`src/rtl/pipe_collect.sv`:
```
// Collects N consecutive 16-bit pipeline results into one block and presents
// its sum, average, maximum and minimum over a valid/ready handshake.
module pipe_collect #(
  parameter int N     = 4,
  parameter int ACC_W = 20
) (
  input  logic             clk,
  input  logic             reset,
  input  logic             start,
  input  logic             in_valid,
  input  logic [15:0]      in_data,
  input  logic             out_ready,
  output logic             out_valid,
  output logic [ACC_W-1:0] sum,
  output logic [15:0]      avg,
  output logic [15:0]      max,
  output logic [15:0]      min,
  output logic             busy,
  output logic             overrun
);

  localparam int LOG2N = $clog2(N);
  localparam int CNT_W = (LOG2N < 1) ? 1 : LOG2N;

  typedef enum logic [1:0] {IDLE, ACCUM, DONE} state_t;

  state_t           state, state_nxt;
  logic [ACC_W-1:0] acc_p0, acc_upd;
  logic [15:0]      max_p0, min_p0, max_upd, min_upd;
  logic [CNT_W-1:0] cnt_p0;
  logic             take, last, restart;

  function automatic logic [15:0] avg_of(input logic [ACC_W-1:0] s);
    return 16'(s >> LOG2N);
  endfunction

  function automatic logic [15:0] max16(input logic [15:0] a, input logic [15:0] b);
    return (b > a) ? b : a;
  endfunction

  function automatic logic [15:0] min16(input logic [15:0] a, input logic [15:0] b);
    return (b < a) ? b : a;
  endfunction

  always_comb begin
    state_nxt = state;
    take      = 1'b0;
    last      = 1'b0;
    restart   = 1'b0;
    case (state)
      IDLE:  if (start) state_nxt = ACCUM;
      ACCUM: begin
        // start wins over a sample presented in the same cycle
        if (start) begin
          restart = 1'b1;
        end else if (in_valid) begin
          take = 1'b1;
          if (cnt_p0 == CNT_W'(N - 1)) begin
            last      = 1'b1;
            state_nxt = DONE;
          end
        end
      end
      DONE:    if (out_ready) state_nxt = IDLE;
      default: state_nxt = IDLE;
    endcase
  end

  always_comb begin
    acc_upd = acc_p0 + {{(ACC_W-16){1'b0}}, in_data};
    max_upd = max16(max_p0, in_data);
    min_upd = min16(min_p0, in_data);
  end

  always_ff @(posedge clk or posedge reset) begin
    if (reset) begin
      state     <= IDLE;
      out_valid <= 1'b0;
      busy      <= 1'b0;
      overrun   <= 1'b0;
    end else begin
      state     <= state_nxt;
      out_valid <= (state_nxt == DONE);
      busy      <= (state_nxt == ACCUM);
      if (in_valid && state != ACCUM)
        overrun <= 1'b1;
      else if (start && state != DONE)
        overrun <= 1'b0;
    end
  end

  // Stage p0: running accumulation over the current block
  always_ff @(posedge clk or posedge reset) begin
    if (reset) begin
      acc_p0 <= '0;
      max_p0 <= 16'h0000;
      min_p0 <= 16'hFFFF;
      cnt_p0 <= '0;
    end else if (state != ACCUM || restart) begin
      acc_p0 <= '0;
      max_p0 <= 16'h0000;
      min_p0 <= 16'hFFFF;
      cnt_p0 <= '0;
    end else if (take) begin
      acc_p0 <= acc_upd;
      max_p0 <= max_upd;
      min_p0 <= min_upd;
      cnt_p0 <= cnt_p0 + CNT_W'(1);
    end
  end

  // Stage p1: block summary, loaded with the Nth sample folded in
  always_ff @(posedge clk or posedge reset) begin
    if (reset) begin
      sum <= '0;
      avg <= '0;
      max <= '0;
      min <= '0;
    end else if (last) begin
      sum <= acc_upd;
      avg <= avg_of(acc_upd);
      max <= max_upd;
      min <= min_upd;
    end
  end

endmodule

```
`config.mk`:
```
export PLATFORM = sky130hd
export DESIGN_NAME = pipe_collect
export DESIGN_NICKNAME = d
export VERILOG_FILES = /design/src/rtl/pipe_collect.sv
export SDC_FILE = /design/constraint.sdc
export NUM_CORES = 1
export LEC_CHECK = 0
export CORE_MARGIN = 3
export CORE_UTILIZATION = 55
export CTS_CLUSTER_DIAMETER = 100
export DETAILED_ROUTE_END_ITERATION = 10
export PLACE_DENSITY = 0.88
export SETUP_SLACK_MARGIN = 0.4
export SLEW_MARGIN = 20
export SYNTH_ARGS = -nofsm -noshare
export SYNTH_HDL_FRONTEND = slang
export SYNTH_SLANG_ARGS = --single-unit
```
`constraint.sdc`:
```
create_clock -name clk -period 3.9 [get_ports clk]
set_input_delay 0.585 -clock clk [delete_from_list [all_inputs] [get_ports clk]]
set_output_delay 0.585 -clock clk [all_outputs]
set_load 0.05 [all_outputs]
```
==> flow_summary_export.csv <==
group,metric,value,unit
run_status,status,"complete, no violations",
drt,post_drt_wl_per_cell,17.1,um
power_and_ir_drop,power_frac_comb,41.4,%
die,core-area,11000,um2
logic_synthesis,synth_cell_types,53,
power_and_ir_drop,p_int,0.00253,W
worst_setup_path,critPathRequiredTime,4.17,ns
hold_path,hold_path_class,"reg2reg",
drt,via_count,5156,
logic_synthesis,synth_cells,674,
power_and_ir_drop,power_density,555,nW/um2
global_routing,overflow,0,
drt,dr.pass1.iters,5,
power_and_ir_drop,p_sw,0.00168,W
final_layout,drive_gt1_share,8.95,%
worst_setup_path,r2r_start,"acc_p0[0]",
global_routing,grt.total_usage,24.7,%
sta,slew_violations,0,
clocking,postCtsSetupBuffers,0,
sta,fmax,328,MHz
global_routing,grt_pass1_vias,5265,
sta,fin_ws,0.848,ns
die,num_rows,38,
worst_setup_path,r2r_slack,1.26,ns
logic_synthesis,synth_top_cell_by_area,"dfrtp_1",
worst_setup_path,r2r_end,"acc_p0[14]",
die,die_w,113,um
final_layout,syn_to_final_growth,20.3,%
sta,skew,0.00476,ns
drt,drt_iter0_markers,274,
sta,tns,0,ns
run,max_cap_violations,0,
drt,vias_per_cell,5.80,
clocking,cts_buffers,9,
clocking,cts_tree,"built",
clocking,cts_resized,0,
drt,drc_errors,0,
clocking,clockRootBuffer,"clkbuf_16",
placement,dp_slack,0.500,ns
global_routing,grt_max_degree,68,
clocking,path_clk_slew,0.07,ns
sta,hold_viol,0,
worst_setup_path,setup.worst_path.start_class,"input port",
sta,rsz0062_at_grt,"no",
clocking,cts_max_level,3,
final_layout,mostFrequentLayoutCells,"nand2_1, dfrtp_1, clkdlybuf4s50_1",
worst_setup_path,crit_fanout,16,
logic_synthesis,synth_edf_count,0,
worst_setup_path,endpoint_kind,"flop",
sta,finalCritPeriodShare,78.3,%
power_and_ir_drop,power_leakage,3.56,nW
die,initial_core_util,57.0,%
final_layout,fillers,856,
worst_setup_path,reg2reg_depth,9,
sta,finalSetupViolCount,0,
worst_setup_path,criticalPathCategory,"in2reg",
sta,tightest_slew,0.862,ns
drt,postRouteAntennaNets,0,
clocking,cts_buffer_depth,2,
global_routing,grt_pass1_wl,25.6,mm
power_and_ir_drop,vdd_drop_max,0.000472,V
logic_synthesis,synth_top_area_share,37.8,%
worst_setup_path,crit_arrival,3.32,ns
clocking,cts.sink_count,111,
logic_synthesis,ys_warn_count,0,
power_and_ir_drop,pwr-share-seq,35.0,%
logic_synthesis,synth_top_flop_cell,"dfrtp_1",
drt,postRouteWirelength,15.2,mm
final_layout,nNetsFinal,814,
die,die_h,113,um
final_layout,final_common_cell,"nand2_1",
final_layout,antenna_cells,0,
power_and_ir_drop,p_sw_share,39.9,%
placement,post-dp-hpwl,10.9,mm
logic_synthesis,syn_avg_cell_area,9.33,um2
logic_synthesis,ys_ff_latch,111,
logic_synthesis,async_flop_share,100,%
power_and_ir_drop,p_clk_share,23.6,%
placement,port_buffers,91,
logic_synthesis,syn_area,6290,um2
placement,place.gp.congestion,0.859,
logic_synthesis,yosys-top-cells-area,"dfrtp_1, ha_1, dfstp_2",
hold_path,min-delay-start,"max[9]",
sta,max_slew_margin,42.5,%
sta,fin_crit,3.05,ns
hold_path,holdPathEnd,"max[9]",
clocking,cts_hold_buffers,0,
global_routing,antenna_found_initial,0,
logic_synthesis,synth_fp_nets,744,
die,dieArea,12800,um2
die,ios,92,
clocking,insertion_delay,0.35,ns
logic_synthesis,seq_area_frac_synth,44.5,%
hold_path,holdPathStages,2,
registers in the layout, summed over array words and instances, names as in the netlist:
name / count
acc_p0: 20
sum: 20
max: 16
max_p0: 16
min: 16
min_p0: 16
cnt_p0: 2
state: 2
busy: 1
out_valid: 1
overrun: 1
metrics by stage:
stage / total power [W] / instances / util (%) / hold slack, ns / instance area (um2)
6_report: 0.00420 / 889 / 68.6 / 0.481 / 7570
5_1_grt: 0.00441 / 889 / 68.6 / 0.511 / 7570
4_1_cts: 0.00422 / 889 / 68.6 / 0.490 / 7570
3_5_place_dp: 0.00322 / 873 / 65.7 / 0.474 / 7250
3_3_place_gp: 0.00318 / 873 / 65.7 / 0.462 / 7250
2_1_floorplan: 0.00273 / 674 / - / 0.491 / 6290
cells by family (layout without fill, tap and decap cells):
group / count (synthesis) / count (layout) / synth area share, %
flip-flops: 111 / 111 / 44.5
adder cells (fa/ha/maj): 49 / 49 / 9.86
multiplexers: 37 / 37 / 6.07
AND/OR/NAND/NOR: 191 / 191 / 13.0
XOR/XNOR: 23 / 23 / 3.20
AO/OA/AOI/OAI: 177 / 177 / 16.8
buffers and inverters: 86 / 161 / 6.58
worst max-delay path by stage:
stage / startpoint / to / cells past startpoint
floorplan: reset / acc_p0[0] / 1
global placement: in_data[15] / max_p0[5] / 9
detailed placement: in_data[15] / max_p0[7] / 9
CTS: in_data[15] / max_p0[7] / 9
global route: in_data[15] / max_p0[0] / 9
finish: in_data[15] / max_p0[5] / 9
critical path, cell delays in order:
cell,delay [ns]
clkdlybuf4s50_1,0.64
ha_1,0.45
nand4_2,0.14
nor4_2,0.31
a21boi_1,0.19
o31a_1,0.18
and2_1,0.53
nand2_1,0.14
a21oi_2,0.13
power by group through the flow:
stage,Sequential (W),Clock [W],Combinational (W)
6_report,0.00147,0.000993,0.00174
5_1_grt,0.00150,0.00105,0.00187
4_1_cts,0.00147,0.00100,0.00174
3_5_place_dp,0.00149,0,0.00173
3_3_place_gp,0.00148,0,0.00170
2_1_floorplan,0.00189,0,0.000838
final cells by class:
type	instances	area, um2	share of cell area (%)
inverters	38	145	1.92
flip-flops and latches	111	2800	37.0
repair buffers	107	1040	13.8
clock buffers	12	246	3.26
well taps	140	175	2.31
clock inverters	4	70.1	0.926
multi-input cells	477	3090	40.8
Yosys cell counts, types with 2 or more instances:
library cell and instances:
xor2_1 10, nor2b_1 3, xnor2_1 13, dfrtp_1 95
or4_1 2, a21o_1 12, mux2i_1 28, nor3_1 4
inv_1 38, o21ai_1 5, and2_1 2, a21oi_1 58
a211oi_1 5, nand2_1 111, o21ai_0 53, o22ai_1 5
buf_4 18, a31oi_1 3, and3_1 3, clkbuf_1 20
nand3_1 8, a22oi_1 2, buf_2 7, buf_6 2
nor2_1 43, o211ai_1 18, nand4_1 6, dfstp_2 16
o21bai_1 4, ha_1 48, mux2_2 9, o2111ai_1 2
per-layer routing:
| layer | part of all wire, % | global-route usage, % | vias up |
|---|---|---|---|
| met1 | 43 | 33.0 | 2483 |
| met2 | 47 | 40.0 | 166 |
| met4 | 4.0 | 10.2 | 0 |
| met3 | 5.4 | 4.49 | 50 |
| met5 | 0 | 0 | - |
| li1 | - | - | 2457 |
Note: power is estimated with default switching activity, not from simulation.
